**config.mk**
```make
export PLATFORM = sky130hd
export DESIGN_NAME = lcd_rx_capture
export DESIGN_NICKNAME = d
export VERILOG_FILES = /design/src/rtl/lcd_rx_capture.sv
export SDC_FILE = /design/constraint.sdc
export NUM_CORES = 1
export LEC_CHECK = 0
export CAP_MARGIN = 25
export CORE_ASPECT_RATIO = 1.5
export CORE_MARGIN = 2
export CORE_UTILIZATION = 39
export DETAILED_ROUTE_END_ITERATION = 6
export DONT_BUFFER_PORTS = 1
export GPL_ROUTABILITY_DRIVEN = 1
export GPL_TIMING_DRIVEN = 0
export PLACE_DENSITY_LB_ADDON = 0.3
export SLEW_MARGIN = 25
export SYNTH_ARGS = -nofsm -noshare
export SYNTH_HDL_FRONTEND = slang
export SYNTH_SLANG_ARGS = --single-unit
```
**constraint.sdc**
```tcl
create_clock -name clk_in -period 7.6 [get_ports clk_in]
set_clock_uncertainty 0.1 [all_clocks]
set_input_delay 0.76 -clock clk_in [delete_from_list [all_inputs] [get_ports clk_in]]
set_output_delay 0.76 -clock clk_in [all_outputs]
set_load 0.005 [all_outputs]
```
**src/rtl/lcd_rx_capture.sv**
```systemverilog
// Parallel RGB LCD receiver: re-times the pixel bus, regenerates x/y coordinates
// and frame/line markers, measures active geometry and tracks lock on stable video.
module lcd_rx_capture #(
  parameter logic        VS_POL  = 1'b1,
  parameter logic [19:0] TIMEOUT = 20'd1048575
) (
  input  logic        clk_in,
  input  logic        sys_rst,
  input  logic [23:0] rgb_in,
  input  logic        hsync_in,
  input  logic        vsync_in,
  input  logic        de_in,
  output logic [23:0] pix_data,
  output logic        pix_valid,
  output logic [9:0]  pix_x,
  output logic [9:0]  pix_y,
  output logic        sof,
  output logic        eol,
  output logic [9:0]  h_active,
  output logic [9:0]  v_active,
  output logic        frame_locked,
  output logic        geom_err,
  output logic [7:0]  frame_cnt
);

  typedef enum logic [1:0] {UNLOCKED, CAND, LOCKED} state_t;
  state_t state, state_nxt;

  logic [23:0] s1_rgb, s2_rgb;
  logic        s1_hs, s2_hs_unused;
  logic        s1_vs, s2_vs, s1_de, s2_de;
  logic        s1_deq, s2_deq, vs_rise, line_end;

  logic [10:0] x_cnt, line_w, cur_w, cur_w_nxt;
  logic [9:0]  y_cnt, y_nxt;
  logic        seen_vs, ovf, ovf_nxt, mism, mism_nxt, frame_good;
  logic [19:0] wd_cnt;
  logic        wd_hit;

  logic        eval, tick, snap_good;
  logic [9:0]  snap_w, snap_h, cand_w, cand_h;
  logic        same, load_cand, load_act, err;

  assign s1_deq   = s1_de & ~s1_vs;
  assign s2_deq   = s2_de & ~s2_vs;
  assign vs_rise  = s1_vs & ~s2_vs;
  assign line_end = s2_deq & ~s1_deq;
  assign wd_hit   = (wd_cnt == TIMEOUT);

  // Frame metrics as they stand including a line that ends this very cycle,
  // so a vsync edge coinciding with the last eol still sees that line.
  always_comb begin
    line_w    = x_cnt + 11'd1;
    ovf_nxt   = ovf;
    mism_nxt  = mism;
    cur_w_nxt = cur_w;
    y_nxt     = y_cnt;
    if (s2_deq && x_cnt[10]) ovf_nxt = 1'b1;
    if (line_end) begin
      if (y_cnt == '1) ovf_nxt = 1'b1;
      else             y_nxt   = y_cnt + 10'd1;
      if (y_cnt == '0)          cur_w_nxt = line_w;
      else if (line_w != cur_w) mism_nxt  = 1'b1;
    end
    frame_good = (y_nxt != '0) && !mism_nxt && !ovf_nxt;
  end

  always_ff @(posedge clk_in) begin
    if (sys_rst) begin
      s1_rgb <= '0; s2_rgb <= '0;
      s1_hs  <= 1'b0; s2_hs_unused <= 1'b0;
      s1_vs  <= 1'b0; s2_vs <= 1'b0;
      s1_de  <= 1'b0; s2_de <= 1'b0;
      pix_data <= '0; pix_valid <= 1'b0;
      pix_x <= '0; pix_y <= '0;
      sof <= 1'b0; eol <= 1'b0;
      x_cnt <= '0; y_cnt <= '0; cur_w <= '0;
      ovf <= 1'b0; mism <= 1'b0; seen_vs <= 1'b0;
      wd_cnt <= '0;
      eval <= 1'b0; tick <= 1'b0; snap_good <= 1'b0;
      snap_w <= '0; snap_h <= '0;
    end else begin
      s1_rgb <= rgb_in;
      s1_hs  <= hsync_in;
      s1_vs  <= (vsync_in == VS_POL);
      s1_de  <= de_in;
      s2_rgb <= s1_rgb;
      s2_hs_unused <= s1_hs;
      s2_vs  <= s1_vs;
      s2_de  <= s1_de;

      pix_data  <= s2_rgb;
      pix_valid <= s2_deq;
      pix_x     <= s2_deq ? (x_cnt[10] ? 10'h3ff : x_cnt[9:0]) : '0;
      pix_y     <= s2_deq ? y_cnt : '0;
      sof       <= s2_deq && (x_cnt == '0) && (y_cnt == '0) && seen_vs;
      eol       <= line_end;

      // x saturates one past 1023 so a 1025th pixel can be flagged
      if (!s2_deq)        x_cnt <= '0;
      else if (!x_cnt[10]) x_cnt <= x_cnt + 11'd1;

      tick <= vs_rise;
      eval <= vs_rise & seen_vs;
      if (vs_rise) begin
        snap_good <= frame_good;
        snap_w    <= cur_w_nxt[9:0];
        snap_h    <= y_nxt;
        y_cnt     <= '0;
        cur_w     <= '0;
        ovf       <= 1'b0;
        mism      <= 1'b0;
        seen_vs   <= 1'b1;
        wd_cnt    <= '0;
      end else begin
        y_cnt <= y_nxt;
        cur_w <= cur_w_nxt;
        ovf   <= ovf_nxt;
        mism  <= mism_nxt;
        if (!wd_hit) wd_cnt <= wd_cnt + 20'd1;
      end
    end
  end

  assign same = (snap_w == cand_w) && (snap_h == cand_h);

  always_comb begin
    state_nxt = state;
    load_cand = 1'b0;
    load_act  = 1'b0;
    err       = 1'b0;
    if (wd_hit) begin
      state_nxt = UNLOCKED;
    end else if (eval) begin
      case (state)
        UNLOCKED: if (snap_good) begin
          state_nxt = CAND;
          load_cand = 1'b1;
        end
        CAND: if (!snap_good) begin
          state_nxt = UNLOCKED;
        end else if (same) begin
          state_nxt = LOCKED;
          load_act  = 1'b1;
        end else begin
          load_cand = 1'b1;
        end
        LOCKED: if (!snap_good) begin
          state_nxt = UNLOCKED;
          err       = 1'b1;
        end else if (!same) begin
          state_nxt = CAND;
          load_cand = 1'b1;
          err       = 1'b1;
        end
        default: state_nxt = UNLOCKED;
      endcase
    end
  end

  always_ff @(posedge clk_in) begin
    if (sys_rst) begin
      state <= UNLOCKED;
      cand_w <= '0; cand_h <= '0;
      h_active <= '0; v_active <= '0;
      frame_locked <= 1'b0;
      geom_err <= 1'b0;
      frame_cnt <= '0;
    end else begin
      state        <= state_nxt;
      frame_locked <= (state_nxt == LOCKED);
      geom_err     <= err;
      if (tick) frame_cnt <= frame_cnt + 8'd1;
      if (load_cand) begin
        cand_w <= snap_w;
        cand_h <= snap_h;
      end
      if (load_act) begin
        h_active <= snap_w;
        v_active <= snap_h;
      end
    end
  end

endmodule
```
==> results of run 1 <==
## sequential cells by signal, indices dropped and copies added, names as in the netlist, 11 cells and up
register / count
s1_rgb: 24
wd_cnt: 20
x_cnt: 11
s2_rgb: 24
cur_w: 11
pix_data: 24
## layout make-up
class	count	area (sq um)	area share
flip-flops and latches	229	4580	0.471
multi-input cells	584	3720	0.382
clock buffers	26	597	0.0613
well taps	272	340	0.0350
plain buffers	42	249	0.0256
clock inverters	14	176	0.0181
inverters	17	63.8	0.00656
diodes	1	2.50	0.000257
## cell families after synthesis
group                      Yosys count
and+or+nand+nor                    369
xor gates and xnor gates            65
muxes                               51
adders and majority gates           11
buffers and inverters               59
AOI/OAI and AO/OA                   88
DFF                                229
## critical path: stages, from the launching register on
cell     delay (ns)
dfxtp_1        0.48
ha_1           0.30
nand3_2        0.16
nor3_4         0.25
nand3_1        0.11
ha_1           0.31
xor2_1         0.15
nor4_1         0.26
nand4_1        0.12
nor2_1         0.12
nand4_1        0.17
or3_1          0.38
a31oi_1        0.15
## final timing paths
check                   from    endpoint
setup reg to reg    x_cnt[0]   snap_good
hold reg to reg   s1_rgb[14]  s2_rgb[14]
setup / recovery    x_cnt[0]   snap_good
hold / removal       sys_rst       s2_vs
## cell usage after synthesis, types with 16 or more instances
cell type | count | share of area
o21ai_0 | 36 | 0.021
nor2_1 | 126 | 0.055
clkbuf_1 | 26 | 0.011
xnor2_1 | 39 | 0.040
nand3_1 | 19 | 0.011
xor2_1 | 24 | 0.024
inv_1 | 16 | 0.0070
a21oi_1 | 23 | 0.013
nor2b_1 | 81 | 0.059
nand4_1 | 17 | 0.012
dfxtp_1 | 229 | 0.53
mux2i_1 | 51 | 0.059
nand2_1 | 53 | 0.023
## layer usage
metal  track usage  wire, um
met5             0         0
met4        0.0609       538
met3        0.0267       820
met2         0.295      9700
met1         0.181      7710
## power breakdown
part	internal (uW)	switching, uW
Combinational	25.7	46.5
Clock	673	482
Sequential	1220	11.8
## per-stage QoR
step	hold slack [ns]	power [uW]	utilization	cell area, sq um
after floorplan	0.314	1310	-	8620
after global placement	0.316	1330	0.412	8960
after detailed placement	0.322	1330	0.412	8960
after CTS	0.220	2490	0.448	9730
after global routing	0.227	2540	0.448	9730
final	0.239	2460	0.448	9730
==> impl_metrics.py, run 1 <==
metrics = {
    "run_status": {
        "outcome": "complete, no violations",
    },
    "min_path": {
        "min_delay_path_depth": 1,
        "hold_path_class": "primary input to flip-flop",
    },
    "synth": {
        "synthMuxAreaShare": 0.0592,
        "yosysUniqueCellTypes": 69,
        "ys_async_sr_fraction": 0,
        "ys_ff_latch": 229,
        "ys.flop_type": "dfxtp_1",
        "syn_area_per_cell_sq_um": 9.88,
        "syn_area_sq_mm": 0.00862,
        "ys_warn_count": 0,
        "synth_top_family_by_area": "simple AND/OR/NAND/NOR gates",
        "synth_xor_area_frac": 0.0678,
        "synth_compound_area_frac": 0.0619,
        "yosys.area_share.adder": 0.0160,
        "synthesis.nets": 912,
        "synth_edf_count": 0,
        "synth-simple-area-share": 0.227,
        "yosysSeqAreaShare": 0.532,
        "synthCells": 872,
    },
    "clock_network": {
        "clock-sinks": 229,
        "htree_num_levels": 1,
        "postCtsSetupBuffers": 0,
        "cts-hold-fix-buffers": 0,
        "clock_latency_ns": 0.51,
        "clk_pin_slew_worst_paths_ns": 0.07,
        "post_cts_resize_count": 0,
        "cts_tree": "done",
        "clock_path_buffers": 3,
        "root_buffer": "clkbuf_16",
        "cts_buffers": 22,
    },
    "cells_and_area": {
        "layout_common_cells": "dfxtp_1, nor2_1, nor2b_1",
        "area_growth_pct": 13.0,
        "final_common_cell": "dfxtp_1",
        "final_layout_size_suffix_gt1_frac": 0.0866,
        "fin_cells": 1185,
        "num-fill-cells": 2089,
        "nets": 936,
    },
    "critical_path": {
        "cp-start-kind": "flip-flop",
        "criticalPathCategory": "flip-flop to flip-flop",
        "cp.arrival_ns": 3.45,
        "ff2ff_setup_slack_ns": 4.48,
        "required_ns": 7.93,
        "reg2reg_depth": 12,
        "critPathMaxFanout": 6,
        "endpoint_kind": "flip-flop",
    },
    "detailed_routing": {
        "vias_per_cell": 4.90,
        "num_vias": 5805,
        "ant_nets": 0,
        "drtIter0Drc": 246,
        "drt_wl_total_mm": 18.8,
        "drc_errors": 0,
        "drtPass1Iterations": 4,
        "wl_per_cell_um": 15.8,
    },
    "timing": {
        "fin_crit_ns": 3.12,
        "setup_viol": 0,
        "slew_viol_final": 0,
        "tns_ns": 0,
        "max_freq_mhz": 320,
        "hold_viol": 0,
        "setup_ws_ns": 4.48,
        "fin_crit_sh": 0.411,
        "slew_headroom": 0.532,
        "tightest_slew_ns": 0.700,
        "rsz0062_at_grt": "false",
    },
    "run": {
        "cap_violations": 0,
    },
    "placement": {
        "place_ws_ns": 4.51,
        "numPortBuffers": 0,
        "gp_congestion": 0.852,
        "hpwl_mm": 13.7,
        "dp_cells": 1144,
    },
    "grt": {
        "grt_pass1_wl_mm": 30.1,
        "grt_pass1_vias": 5691,
        "grt_overflow_total": 0,
        "grt_max_degree": 17,
        "track_usage": 0.159,
        "antenna_found_initial": 1,
    },
    "power_and_ir_drop": {
        "p_leak_uw": 0.00386,
        "peakVddDrop_mv": 0.172,
        "power_density_mw_per_mm2": 253,
    },
    "floorplan": {
        "dieArea_sq_mm": 0.0233,
        "io_pins": 106,
        "rows": 66,
        "chipHeight_um": 186,
        "fp.coreArea_sq_mm": 0.0217,
        "dieWidth_um": 125,
        "start_util": 0.397,
    },
}
(Power assumes the default switching activity.)
==> inputs of run 2 (changes only) <==
clock period = 2.7 ns   (was 7.6 ns; I/O delays follow)
==> impl_metrics.py, run 2 (synthesized netlist as in run 1, its figures left out) <==
metrics = {
    "grt": {
        "antenna_found_initial": 0,
        "track_usage": 0.163,
        "grt_pass1_wl_mm": 30.9,
        "grt_pass1_vias": 5914,
        "grt_max_degree": 17,
        "grt_overflow_total": 0,
    },
    "timing": {
        "slew_headroom": 0.495,
        "hold_viol": 0,
        "tightest_slew_ns": 0.755,
        "slew_viol_final": 0,
        "tns_ns": 0,
        "max_freq_mhz": 389,
        "fin_crit_ns": 2.57,
        "setup_viol": 0,
        "fin_crit_sh": 0.951,
        "rsz0062_at_grt": "true",
    },
    "floorplan": {
        "fp.coreArea_sq_mm": 0.0217,
        "dieWidth_um": 125,
        "chipHeight_um": 186,
        "start_util": 0.397,
        "rows": 66,
        "io_pins": 106,
        "dieArea_sq_mm": 0.0233,
    },
    "critical_path": {
        "endpoint_kind": "flip-flop",
        "slowest_stage": "dfxtp_4",
        "criticalPathCategory": "flip-flop to flip-flop",
        "path_cells": "ha_4 -> nand3_4 -> nor3_4 -> nand3_2 -> ha_4 -> xor2_1 -> nor4_2 -> nand4_1 -> nor2_1 -> nand4_1 -> or3_1 -> a31oi_1",
        "crit_cells": 12,
        "critPathBufInv": 0,
        "cp-start-kind": "flip-flop",
        "critPathMaxFanout": 4,
        "reg2reg_depth": 12,
        "cpPeakStageDelay_ns": 0.36,
        "cp.arrival_ns": 2.91,
        "required_ns": 3.04,
        "cp_top_family": "simple AND/OR/NAND/NOR gates",
    },
    "placement": {
        "hpwl_mm": 13.5,
        "dp_cells": 1144,
        "numPortBuffers": 0,
        "gp_congestion": 0.864,
        "placed_cell_area_sq_mm": 0.00896,
    },
    "cells_and_area": {
        "final_layout_size_suffix_gt1_frac": 0.0965,
        "layout_common_cells": "dfxtp_1, nor2_1, nor2b_1",
        "final_area_sq_mm": 0.0101,
        "fin_cells": 1215,
        "n_antenna_cell": 0,
        "nets": 967,
        "area_growth_pct": 17.2,
        "num-fill-cells": 2008,
        "reg.largest.list": "pix_data (24), s1_rgb (24), s2_rgb (24)",
        "finish.utilization": 0.465,
        "final_common_cell": "dfxtp_1",
    },
    "detailed_routing": {
        "num_vias": 5900,
        "ant_nets": 0,
        "drc_errors": 0,
        "vias_per_cell": 4.86,
        "wl_per_cell_um": 15.5,
        "drt_wl_total_mm": 18.8,
        "drtPass1Iterations": 4,
        "drtIter0Drc": 267,
    },
    "clock_network": {
        "cts_tree": "done",
        "clock_path_buffers": 3,
        "clock-sinks": 229,
        "root_buffer": "clkbuf_16",
        "htree_num_levels": 1,
        "clk_pin_slew_worst_paths_ns": 0.07,
        "clock_latency_ns": 0.51,
        "cts_buffers": 22,
    },
    "run": {
        "cap_violations": 0,
    },
    "min_path": {
        "min_delay_path_depth": 3,
        "hold_path_class": "primary input to flip-flop",
    },
    "power_and_ir_drop": {
        "swShare": 0.216,
        "internal_power_uw": 5480,
        "p_seq_frac": 0.497,
        "clkPwrFrac": 0.469,
        "power_density_mw_per_mm2": 691,
        "fin_total_pwr_uw": 6980,
        "combPwrFrac": 0.034,
        "switchingPower_uw": 1510,
        "p_leak_uw": 0.00403,
        "peakVddDrop_mv": 0.396,
    },
    "run_status": {
        "outcome": "complete, no violations",
    },
}
-- run 2: cell types whose count changed in the layout (fill, tap and decap cells not counted), sizes merged --
cell,change
buf,+5
dlygate4sd3,+27
diode,-1
clkinv,+4
clkinvlp,-5
-- run 2: worst reg2reg max path, cell delays in order (launching register included) --
cell,delay (ns)
dfxtp_4,0.36
ha_4,0.15
nand3_4,0.10
nor3_4,0.23
nand3_2,0.12
ha_4,0.23
xor2_1,0.14
nor4_2,0.24
nand4_1,0.11
nor2_1,0.10
nand4_1,0.12
or3_1,0.34
a31oi_1,0.16
-- run 2: power groups by stage --
| stage | clock network (uW) | logic (uW) | registers (uW) |
|---|---|---|---|
| after detailed placement | 0 | 205 | 3550 |
| after global placement | 0 | 204 | 3550 |
| final | 3280 | 235 | 3470 |
| after global routing | 3530 | 266 | 3480 |
| after floorplan | 0 | 152 | 3540 |
| after CTS | 3360 | 239 | 3470 |
-- run 2: cell type report --
type	count	area (sq um)	area share
inverter	17	63.8	0.00632
tap	272	340	0.0337
buffer	42	250	0.0248
clock inverter	13	171	0.0170
sequential	229	4590	0.455
multi-input combinational	584	3760	0.373
clock buffer	27	619	0.0613
timing repair buffer	31	300	0.0297
-- run 2: path summary, 6_finish.rpt --
kind              startpoint          end  slack (ns)
setup / recovery    x_cnt[1]    snap_good        0.13
hold / removal       sys_rst     x_cnt[5]        0.17
setup reg to reg    x_cnt[1]    snap_good        0.13
hold reg to reg    s2_rgb[7]  pix_data[7]        0.33
-- run 2: routing by layer --
layer | global-route usage | wire (um) | part of all wire | up-vias
met5 | 0 | 0 | 0 | -
met2 | 0.298 | 9540 | 0.51 | 123
li1 | - | - | - | 3003
met4 | 0.0716 | 660 | 0.035 | 0
met1 | 0.184 | 7790 | 0.41 | 2727
met3 | 0.0305 | 812 | 0.043 | 47
-- run 2: through the flow --
stage,setup slack (ns),hold WS [ns]
6_report,0.132,0.169
5_1_grt,-0.00766,0.202
3_5_place_dp,-0.321,0.260
3_3_place_gp,-0.298,0.259
4_1_cts,0.0304,0.155
2_1_floorplan,0.0593,0.253
-- run 2: timing repair --
| action | 4_1_cts | 5_1_grt |
|---|---|---|
| setup endpoints to repair | 2 | 1 |
| hold buffers | 27 | 0 |
| hold endpoints to repair | 27 | 0 |
| gates resized for setup | 7 | 2 |
| pin swaps | 6 | 4 |
| buffers inserted | 4 | 0 |
